## src/rtl/led_uart_tx_pkg.sv

```systemverilog
// Shared definitions for the LED-to-UART logger: FSM encodings and default bit timing.
package led_uart_tx_pkg;

  typedef enum logic [1:0] {
    UART_IDLE  = 2'd0,
    UART_START = 2'd1,
    UART_DATA  = 2'd2,
    UART_STOP  = 2'd3
  } uart_state_e;

  // 50 MHz system clock, 115200 baud
  localparam int unsigned DEFAULT_CLKS_PER_BIT = 434;

endpackage

```

## src/rtl/sync_fifo.sv

```systemverilog
// Single-clock FIFO with push/pop strobes; a push into a full FIFO is accepted only
// when a pop happens on the same edge.
module sync_fifo #(
  parameter int unsigned DATA_WIDTH = 8,
  parameter int unsigned FIFO_DEPTH = 4,
  localparam int unsigned PtrW = $clog2(FIFO_DEPTH),
  localparam int unsigned CntW = PtrW + 1
) (
  input  logic                  clk,
  input  logic                  rst_n,
  input  logic                  push,
  input  logic [DATA_WIDTH-1:0] wdata,
  input  logic                  pop,
  output logic [DATA_WIDTH-1:0] rdata,
  output logic                  full,
  output logic                  empty,
  output logic [CntW-1:0]       count
);

  logic [DATA_WIDTH-1:0] mem_q [FIFO_DEPTH];
  logic [PtrW-1:0]       wr_ptr_q, rd_ptr_q;
  logic [CntW-1:0]       count_q;
  logic                  do_push, do_pop;

  assign full    = (count_q == CntW'(FIFO_DEPTH));
  assign empty   = (count_q == '0);
  assign count   = count_q;
  assign rdata   = mem_q[rd_ptr_q];
  assign do_pop  = pop & ~empty;
  assign do_push = push & (~full | do_pop);

  always_ff @(posedge clk) begin
    if (do_push) mem_q[wr_ptr_q] <= wdata;
  end

  // Pointers are exactly log2(depth) wide so they wrap without extra logic.
  always_ff @(posedge clk) begin
    if (!rst_n) begin
      wr_ptr_q <= '0;
      rd_ptr_q <= '0;
      count_q  <= '0;
    end else begin
      if (do_push) wr_ptr_q <= wr_ptr_q + PtrW'(1);
      if (do_pop)  rd_ptr_q <= rd_ptr_q + PtrW'(1);
      unique case ({do_push, do_pop})
        2'b10:   count_q <= count_q + CntW'(1);
        2'b01:   count_q <= count_q - CntW'(1);
        default: count_q <= count_q;
      endcase
    end
  end

endmodule

```

## src/rtl/led_uart_tx.sv

```systemverilog
// Queues LED-write bytes and serialises each as an 8N1 UART frame, LSB first.
module led_uart_tx
  import led_uart_tx_pkg::*;
#(
  parameter int unsigned CLKS_PER_BIT = DEFAULT_CLKS_PER_BIT,
  parameter int unsigned FIFO_DEPTH   = 4,
  parameter int unsigned DATA_WIDTH   = 8
) (
  input  logic                  Clock,
  input  logic                  Reset,
  input  logic                  iValid,
  input  logic [DATA_WIDTH-1:0] iData,
  output logic                  oTx,
  output logic                  oBusy,
  output logic                  oFull,
  output logic                  oOverflow
);

  localparam int unsigned BaudW = (CLKS_PER_BIT > 1) ? $clog2(CLKS_PER_BIT) : 1;
  localparam int unsigned BitW  = $clog2(DATA_WIDTH);
  localparam int unsigned CntW  = $clog2(FIFO_DEPTH) + 1;
  localparam logic [BaudW-1:0] BaudLast = BaudW'(CLKS_PER_BIT - 1);
  localparam logic [BitW-1:0]  BitLast  = BitW'(DATA_WIDTH - 1);

  uart_state_e           state_q, state_d;
  logic [BaudW-1:0]      baud_q, baud_d;
  logic [BitW-1:0]       bit_q, bit_d;
  logic [DATA_WIDTH-1:0] shift_q, shift_d;
  logic                  tx_q, tx_d;
  logic                  ovf_q, ovf_d;

  logic                  pop, full, empty, baud_last;
  logic [DATA_WIDTH-1:0] rdata;
  logic [CntW-1:0]       count;

  sync_fifo #(
    .DATA_WIDTH(DATA_WIDTH),
    .FIFO_DEPTH(FIFO_DEPTH)
  ) u_fifo (
    .clk  (Clock),
    .rst_n(Reset),
    .push (iValid),
    .wdata(iData),
    .pop  (pop),
    .rdata(rdata),
    .full (full),
    .empty(empty),
    .count(count)
  );

  assign baud_last = (baud_q == BaudLast);

  always_comb begin
    state_d = state_q;
    baud_d  = baud_q + BaudW'(1);
    bit_d   = bit_q;
    shift_d = shift_q;
    pop     = 1'b0;
    unique case (state_q)
      UART_IDLE: begin
        baud_d = '0;
        if (!empty) begin
          pop     = 1'b1;
          shift_d = rdata;
          state_d = UART_START;
        end
      end
      UART_START: begin
        if (baud_last) begin
          baud_d  = '0;
          bit_d   = '0;
          state_d = UART_DATA;
        end
      end
      UART_DATA: begin
        if (baud_last) begin
          baud_d  = '0;
          shift_d = shift_q >> 1;
          if (bit_q == BitLast) state_d = UART_STOP;
          else                  bit_d   = bit_q + BitW'(1);
        end
      end
      UART_STOP: begin
        if (baud_last) begin
          baud_d = '0;
          // Chain straight into the next start bit so queued frames abut.
          if (!empty) begin
            pop     = 1'b1;
            shift_d = rdata;
            state_d = UART_START;
          end else begin
            state_d = UART_IDLE;
          end
        end
      end
      default: state_d = UART_IDLE;
    endcase

    // Line level is derived from the next state so oTx comes straight from a flop.
    tx_d = 1'b1;
    if (state_d == UART_START)     tx_d = 1'b0;
    else if (state_d == UART_DATA) tx_d = shift_d[0];

    ovf_d = ovf_q | (iValid & full & ~pop);
  end

  always_ff @(posedge Clock) begin
    if (!Reset) begin
      state_q <= UART_IDLE;
      baud_q  <= '0;
      bit_q   <= '0;
      shift_q <= '0;
      tx_q    <= 1'b1;
      ovf_q   <= 1'b0;
    end else begin
      state_q <= state_d;
      baud_q  <= baud_d;
      bit_q   <= bit_d;
      shift_q <= shift_d;
      tx_q    <= tx_d;
      ovf_q   <= ovf_d;
    end
  end

  assign oTx       = tx_q;
  assign oFull     = full;
  assign oOverflow = ovf_q;
  assign oBusy     = (state_q != UART_IDLE) | (count != '0);

endmodule

```

## config.mk

```make
export PLATFORM = sky130hd
export DESIGN_NAME = led_uart_tx
export DESIGN_NICKNAME = d
export VERILOG_FILES = /design/src/rtl/led_uart_tx_pkg.sv /design/src/rtl/sync_fifo.sv /design/src/rtl/led_uart_tx.sv
export SDC_FILE = /design/constraint.sdc
export NUM_CORES = 1
export LEC_CHECK = 0
export BUFFER_PORTS_ARGS = -buffer_cell sky130_fd_sc_hd__buf_2
export CAP_MARGIN = 20
export CORE_ASPECT_RATIO = 1.1
export CORE_MARGIN = 8
export CORE_UTILIZATION = 25
export CTS_CLUSTER_SIZE = 14
export DETAILED_ROUTE_END_ITERATION = 8
export PLACE_DENSITY = 0.42
export SETUP_SLACK_MARGIN = 0.3
export SLEW_MARGIN = 10
export SYNTH_ARGS = -nofsm -noshare
export SYNTH_HDL_FRONTEND = slang
export SYNTH_SLANG_ARGS = --single-unit
```

## constraint.sdc

```tcl
create_clock -name Clock -period 8.1 [get_ports Clock]
set_input_delay 0.405 -clock Clock [delete_from_list [all_inputs] [get_ports Clock]]
set_output_delay 0.405 -clock Clock [all_outputs]
set_load 0.02 [all_outputs]
```

After elaboration in Yosys (flattened, before gate mapping)
Memory sizes are Yosys's and may differ from the RTL's. A register that Yosys moved wholly into a read port is not among the register bits.
Cells that the tools add are included.
{"block": "totals", "memories": 1, "ramBits": 32, "register_bits": 31, "out_inout_bits": 4, "elab_cells": 78, "input_bits": 11}
{"name": "u_fifo.mem_q", "depth": 4, "width": 8, "rd": 1, "rd_ports_with_merged_regs": 1, "write_ports": 1, "line": "sync_fifo.sv:20", "source": "logic [DATA_WIDTH-1:0] mem_q [FIFO_DEPTH];"}
{"block": "op_classes", "mux": 27, "bitwise": 10, "n_eq_ne": 14, "reduce_logical": 10, "add_sub_neg": 6}
{"op": "$mux 8", "count": 3}
{"op": "$pmux 8 s3", "count": 1}
{"op": "$pmux 9 s2", "count": 1}
{"op": "$mux 2", "count": 7}
{"op": "$pmux 3 s2", "count": 2}
{"op": "$add 9x1->9 const B", "count": 1}
{"op": "$eq 9x9->1 const B", "count": 1}
{"op": "$mux 3", "count": 3}
{"op": "$mux 9", "count": 1}
{"op": "$eq 2x2->1 const B", "count": 4}
{"op": "$ne 2x2->1 const B", "count": 4}
{"op": "$pmux 2 s4", "count": 1}
{"op": "$mux 1", "count": 7}
{"op": "$add 3x1->3 const B", "count": 2}
{"op": "$eq 2x1->1 const B", "count": 3}
{"op": "$eq 3x3->1 const B", "count": 2}
{"op": "$reduce_bool 2->1", "count": 3}
{"op": "$reduce_bool 3->1", "count": 2}
{"op": "$add 2x1->2 const B", "count": 2}
{"op": "$and 1x1->1", "count": 4}
{"op": "$reduce_and 4->1", "count": 1}
{"op": "$logic_not 3->1", "count": 1}
{"op": "$not 1->1", "count": 3}
{"op": "$or 1x1->1", "count": 3}
{"op": "5 further kinds", "count": 5}

Logic depth before layout (Yosys ltp)
{"block": "logic_depth", "word_depth": 9, "mapped_depth": 13, "ltp_nobuf": 13}

Hierarchy
A second synthesis with hierarchy kept.
{"block": "unflattened", "cells_unflattened": 245, "hier_area_um2": 3012.9}
{"mod": "sync_fifo", "seq_area_each_um2": 1141.1, "cells_each": 96, "area_per_inst_um2": 1645.3, "instances": 1}
{"mod": "led_uart_tx", "seq_area_each_um2": 480.5, "cells_each": 149, "area_per_inst_um2": 1367.6, "instances": 1}

Worst setup path after synthesis
No wires, ideal clock.
{"block": "synth_path", "path_type": "flip-flop to flip-flop", "start": "reg baud_q[1]", "end": "reg u_fifo.count_q[2] (netlist: u_fifo.count[2])", "n_path_buf": 0, "slack_ps": 5310, "required_time_ps": 8024, "stages_incl_launch_ff": 14, "setup_time_ps": 76, "period_less_slack_ps": 2790, "arrival_ps": 2714, "cell_sequence": "dfxtp_1 > inv_1 > ha_1 > and4_1 > a31oi_2 > nor3_4 > o21a_2 > inv_1 > ha_1 > inv_1 > fa_1 > xor2_1 > or3_1 > a21boi_0"}
{"block": "synth_between", "elab_chain_cells": 8, "word_cells_on_any_way": 10, "classes_between": "3 x eq/ne; 3 x mux; 3 x bitwise; 1 x reduce/logical"}
{"element": "start, declared", "line": "led_uart_tx.sv:26", "source": "logic [BaudW-1:0] baud_q, baud_d;"}
{"element": "start signal, assigned", "line": "led_uart_tx.sv:117", "source": "baud_q <= baud_d;"}
{"element": "$eq 9x9->1 (*)", "line": "led_uart_tx.sv:51", "source": "assign baud_last = (baud_q == BaudLast);"}
{"element": "$mux 1 (*)", "line": "led_uart_tx.sv:84", "source": "if (baud_last) begin"}
{"element": "$pmux 1 s2 (*)", "line": "led_uart_tx.sv:59", "source": "unique case (state_q)"}
{"element": "$and 1x1->1 (*)", "line": "sync_fifo.sv:29", "source": "assign do_pop = pop & ~empty;"}
{"element": "net u_fifo.do_pop", "line": "sync_fifo.sv:23", "source": "logic do_push, do_pop;"}
{"element": "$or 1x1->1", "line": "sync_fifo.sv:30", "source": "assign do_push = push & (~full | do_pop);"}
{"element": "$and 1x1->1", "line": "sync_fifo.sv:30"}
{"element": "$eq 2x1->1 or $eq 2x2->1 (tied branches)", "line": "sync_fifo.sv:45", "source": "unique case ({do_push, do_pop})"}
{"element": "$pmux 3 s2 or $reduce_bool 2->1 (tied branches)"}
{"element": "end signal, assigned", "line": "sync_fifo.sv:46", "source": "2'b10: count_q <= count_q + CntW'(1);"}
{"element": "end signal, assigned", "line": "sync_fifo.sv:47", "source": "2'b01: count_q <= count_q - CntW'(1);"}
{"element": "end signal, assigned", "line": "sync_fifo.sv:48", "source": "default: count_q <= count_q;"}
{"element": "end, declared", "line": "sync_fifo.sv:22", "source": "logic [CntW-1:0] count_q;"}
Mark *: on every way through the listed nets, which the timed path passes. The rest lies on a longest branch.
A chain may end at the register's enable or synchronous reset.

Final worst setup path
Same ends and word-level chain as after synthesis.

==> results by group <==
Run status
  • Status: complete, no violations

Cells and area
  • Register Area: 1622 sq um
  • Multi-input logic area: ~1300 sq um
  • Area grow syn2layout: 17.19%
  • Fill count: between 1,000 and 1,500
  • Layout cells sized above 1: 18.35%
  • Final core utilization: 29.52%
  • Layout Cells excl Fill: around 430
  • # diodes: 0
  • Fin nets: 300

CTS
  • TritonCTS clock tree: done
  • Clock-pin slew on the worst setup and hold paths: about 0.06 ns
  • H-tree level count: 3
  • Clock sinks: 65
  • # resized after CTS: 0
  • Number of buffers inserted by hold repair at cts: 0
  • Clk buf depth: 2
  • TritonCTS buffer count: 9
  • CTS root buf: clkbuf_16
  • Post-CTS Setup Repair Bufs: 0
  • Clk Latency, worst-skew pair: between 0.3 and 0.4 ns

Critical path
  • CP cell instances: inv_1 -> ha_1 -> and4_1 -> a31oi_2 -> nor3_4 -> o21a_2 -> inv_1 -> ha_1 -> inv_1 -> fa_1 -> xor2_1 -> or3_1 -> a21boi_0
  • Crit-path leading delay family: compound AO/OA/AOI/OAI gates
  • CP dominant cell by count: inv_1
  • WP data required: 8.36 ns
  • CP Capture Type: flop
  • CP Data Arrival Time: 3.36 ns
  • Crit start category: flop
  • Critical-path top delay cell: a31oi_2
  • Reg2reg start: baud_q[1]$_SDFF_PP0_
  • Crit-path max cell delay: 0.55 ns
  • Worst Setup SP: baud_q[1]$_SDFF_PP0_
  • Crit path buffers/inverters: 3
  • Crit path kind: flop to flop
  • CP Max Fanout: 10

Detailed routing
  • Initial drt markers: 71
  • DR vias: 1,910
  • First-pass iteration count of the detailed router: 4
  • Routed wire length: 5999 microns
  • Residual DRC count: 0
  • Post-route ant nets: 0
  • Avg WL per Cell: 13.89 microns
  • Drt via density: 4.421

Pwr
  • Pwr Total: 1118 uW
  • Max VDD drop: 0.1501 mV
  • Leak: 0.001243 uW
  • Power Density: around 320 nW/um^2

Global route
  • GRT Util Overall: 8.432%
  • M1 GR Usage: 9.270%
  • Met3 Track Usage GR: 3.051%
  • Vias in the first global route: 2,071
  • First-pass GRT wire length: 10,160 microns
  • Gr ovfl total: 0
  • GRT met2 Usage: 14.44%
  • Global-route layer with the greatest usage: met2
  • Initial antenna violation count: 0
  • Largest net degree at the start of global routing: 21

Logic synthesis
  • Largest area contributor in the netlist: edfxtp_1
  • Post-Syn Nets: 281
  • Synth area leaders: edfxtp_1, dfxtp_1, ha_1, mux4_2, nand2_1
  • Netlist cell types: between 40 and 50
  • Flops & latches, synth: 65
  • Asr flop ratio synth: 0%
  • Netlist Area Pre-Place: 2992 sq um
  • Main synth FF type: dfxtp_1
  • Syn Area/Cell: around 12 sq um
  • Post-Syn Instances: 254
  • Synth warn: 0
  • Share of the synthesized area in the top cell type: 32.12%
  • Register area share after synthesis: 54.20%
  • EDFF count, synth: 32

Placement
  • Gpl congestion: 0.6695
  • HPWL Detailed: 4071 microns
  • Port bufs: 14
  • DP Cell Count: approximately 420

STA
  • Fin. Hold Viols: 0
  • Fin crit share: between 30% and 40%
  • Finish-stage setup viols: 0
  • Slew of the pin with the lowest slew margin: between 0.7 and 0.8 ns
  • Clock Skew: 0.005732 ns
  • Final Slew Violations: 0
  • F_max: 321.9 MHz
  • Unrepaired setup endpoints after global routing: false
  • Hold WS: between 0.2 and 0.3 ns
  • Final setup TNS: 0 ns
  • Post-layout minimum cycle time: 3.107 ns
  • Relative slew margins: 49.69%

Floorplan
  • Ports: 15
  • FP Rows: 42
  • Die extent in x: 120.3 microns
  • Die ar.: around 16,000 sq um
  • Die Y: 130.7 microns
  • Core Footprint: 11,880 sq um
  • Initial Util: 25.19%

Flow run
  • Total of max-cap violations: 0

Min path
  • Worst min path class: input pin to flop
  • Hold Path Origin: iData[3]
Yosys cell counts, drive strengths merged (2+ instances only):
master / count
dfxtp: 33
edfxtp: 32
nand2: 26
a21oi: 18
nor2: 18
o21ai: 17
ha: 15
and2: 13
inv: 13
mux4: 8
xnor2: 7
nor2b: 5
nand3: 4
nor3: 4
xor2: 4
a22oi: 3
and3: 3
buf: 3
clkbuf: 3
or3: 3
a21boi: 2
a22o: 2
logic make-up (layout without fill, tap and decap cells):
logic type	Yosys count	count (layout)	share of synthesized area (%)
AOI/OAI and AO/OA	50	50	10.37
and+or+nand+nor	83	83	15.73
buffers and inverters	19	43	2.802
adders and majority gates	16	16	6.943
muxes	10	10	6.733
DFF	65	65	54.20
xor gates and xnor gates	11	11	3.220
power by group:
group	total, uW	switching (uW)	internal [uW]
Clock	373	160	213
Combinational	304	176	128
Sequential	441	40.2	400
Total	1120	376	741
cells in the final DEF, fill, tap and decap left out, drive strengths merged, types with 2 or more instances in the layout:
cell type	n
dfxtp	33
edfxtp	32
nand2	26
nor2	18
a21oi	18
o21ai	17
inv	17
ha	15
buf	14
and2	13
clkbuf	9
mux4	8
xnor2	7
nor2b	5
nand3	4
xor2	4
nor3	4
a22oi	3
or3	3
and3	3
a22o	2
a21boi	2
clkinv	2
per-layer routing:
metal / wire length, microns / share of wire, %
met1: 2759 / 46
met2: 2901 / 48
met3: 237 / 4.0
met4: 101 / 1.7
met5: 0 / 0
sequential cells by signal, indices dropped and copies added (netlist names), 2 cells and up, named ones only:
register,count
baud_q,9
bit_q,3
shift_q,8
state_q,2
u_fifo.count,3
u_fifo.mem_q,32
u_fifo.rd_ptr_q,2
u_fifo.wr_ptr_q,2
per-stage QoR:
stage | cell area [sq um] | setup WS (ns)
2_1_floorplan | 2992 | 5.310
3_3_place_gp | 3219 | 5.069
3_5_place_dp | 3219 | 5.006
4_1_cts | 3506 | 4.977
5_1_grt | 3506 | 4.751
6_report | 3506 | 4.993
final cells by class:
| cell class | instances | share of cell area (%) |
|---|---|---|
| repair buffers | 14 | 1.999 |
| multi-input cells | 170 | 36.69 |
| inverters | 13 | 1.392 |
| well taps | 154 | 5.496 |
| clock buffers | 9 | 6.424 |
| flip-flops and latches | 65 | 46.25 |
| clock inverters | 7 | 1.749 |
path summary, 6_finish.rpt:
path                                  endpoint  slack, ns  cells after the start
hold reg to reg           baud_q[0]$_SDFF_PP0_       0.46                      1
setup / recovery  u_fifo.count[2]$_SDFFE_PN0P_       4.99                     13
setup reg to reg  u_fifo.count[2]$_SDFFE_PN0P_       4.99                     13
hold / removal    u_fifo.mem_q[2][3]$_DFFE_PP_       0.28                      1
Power figures use the tool's default switching activity.
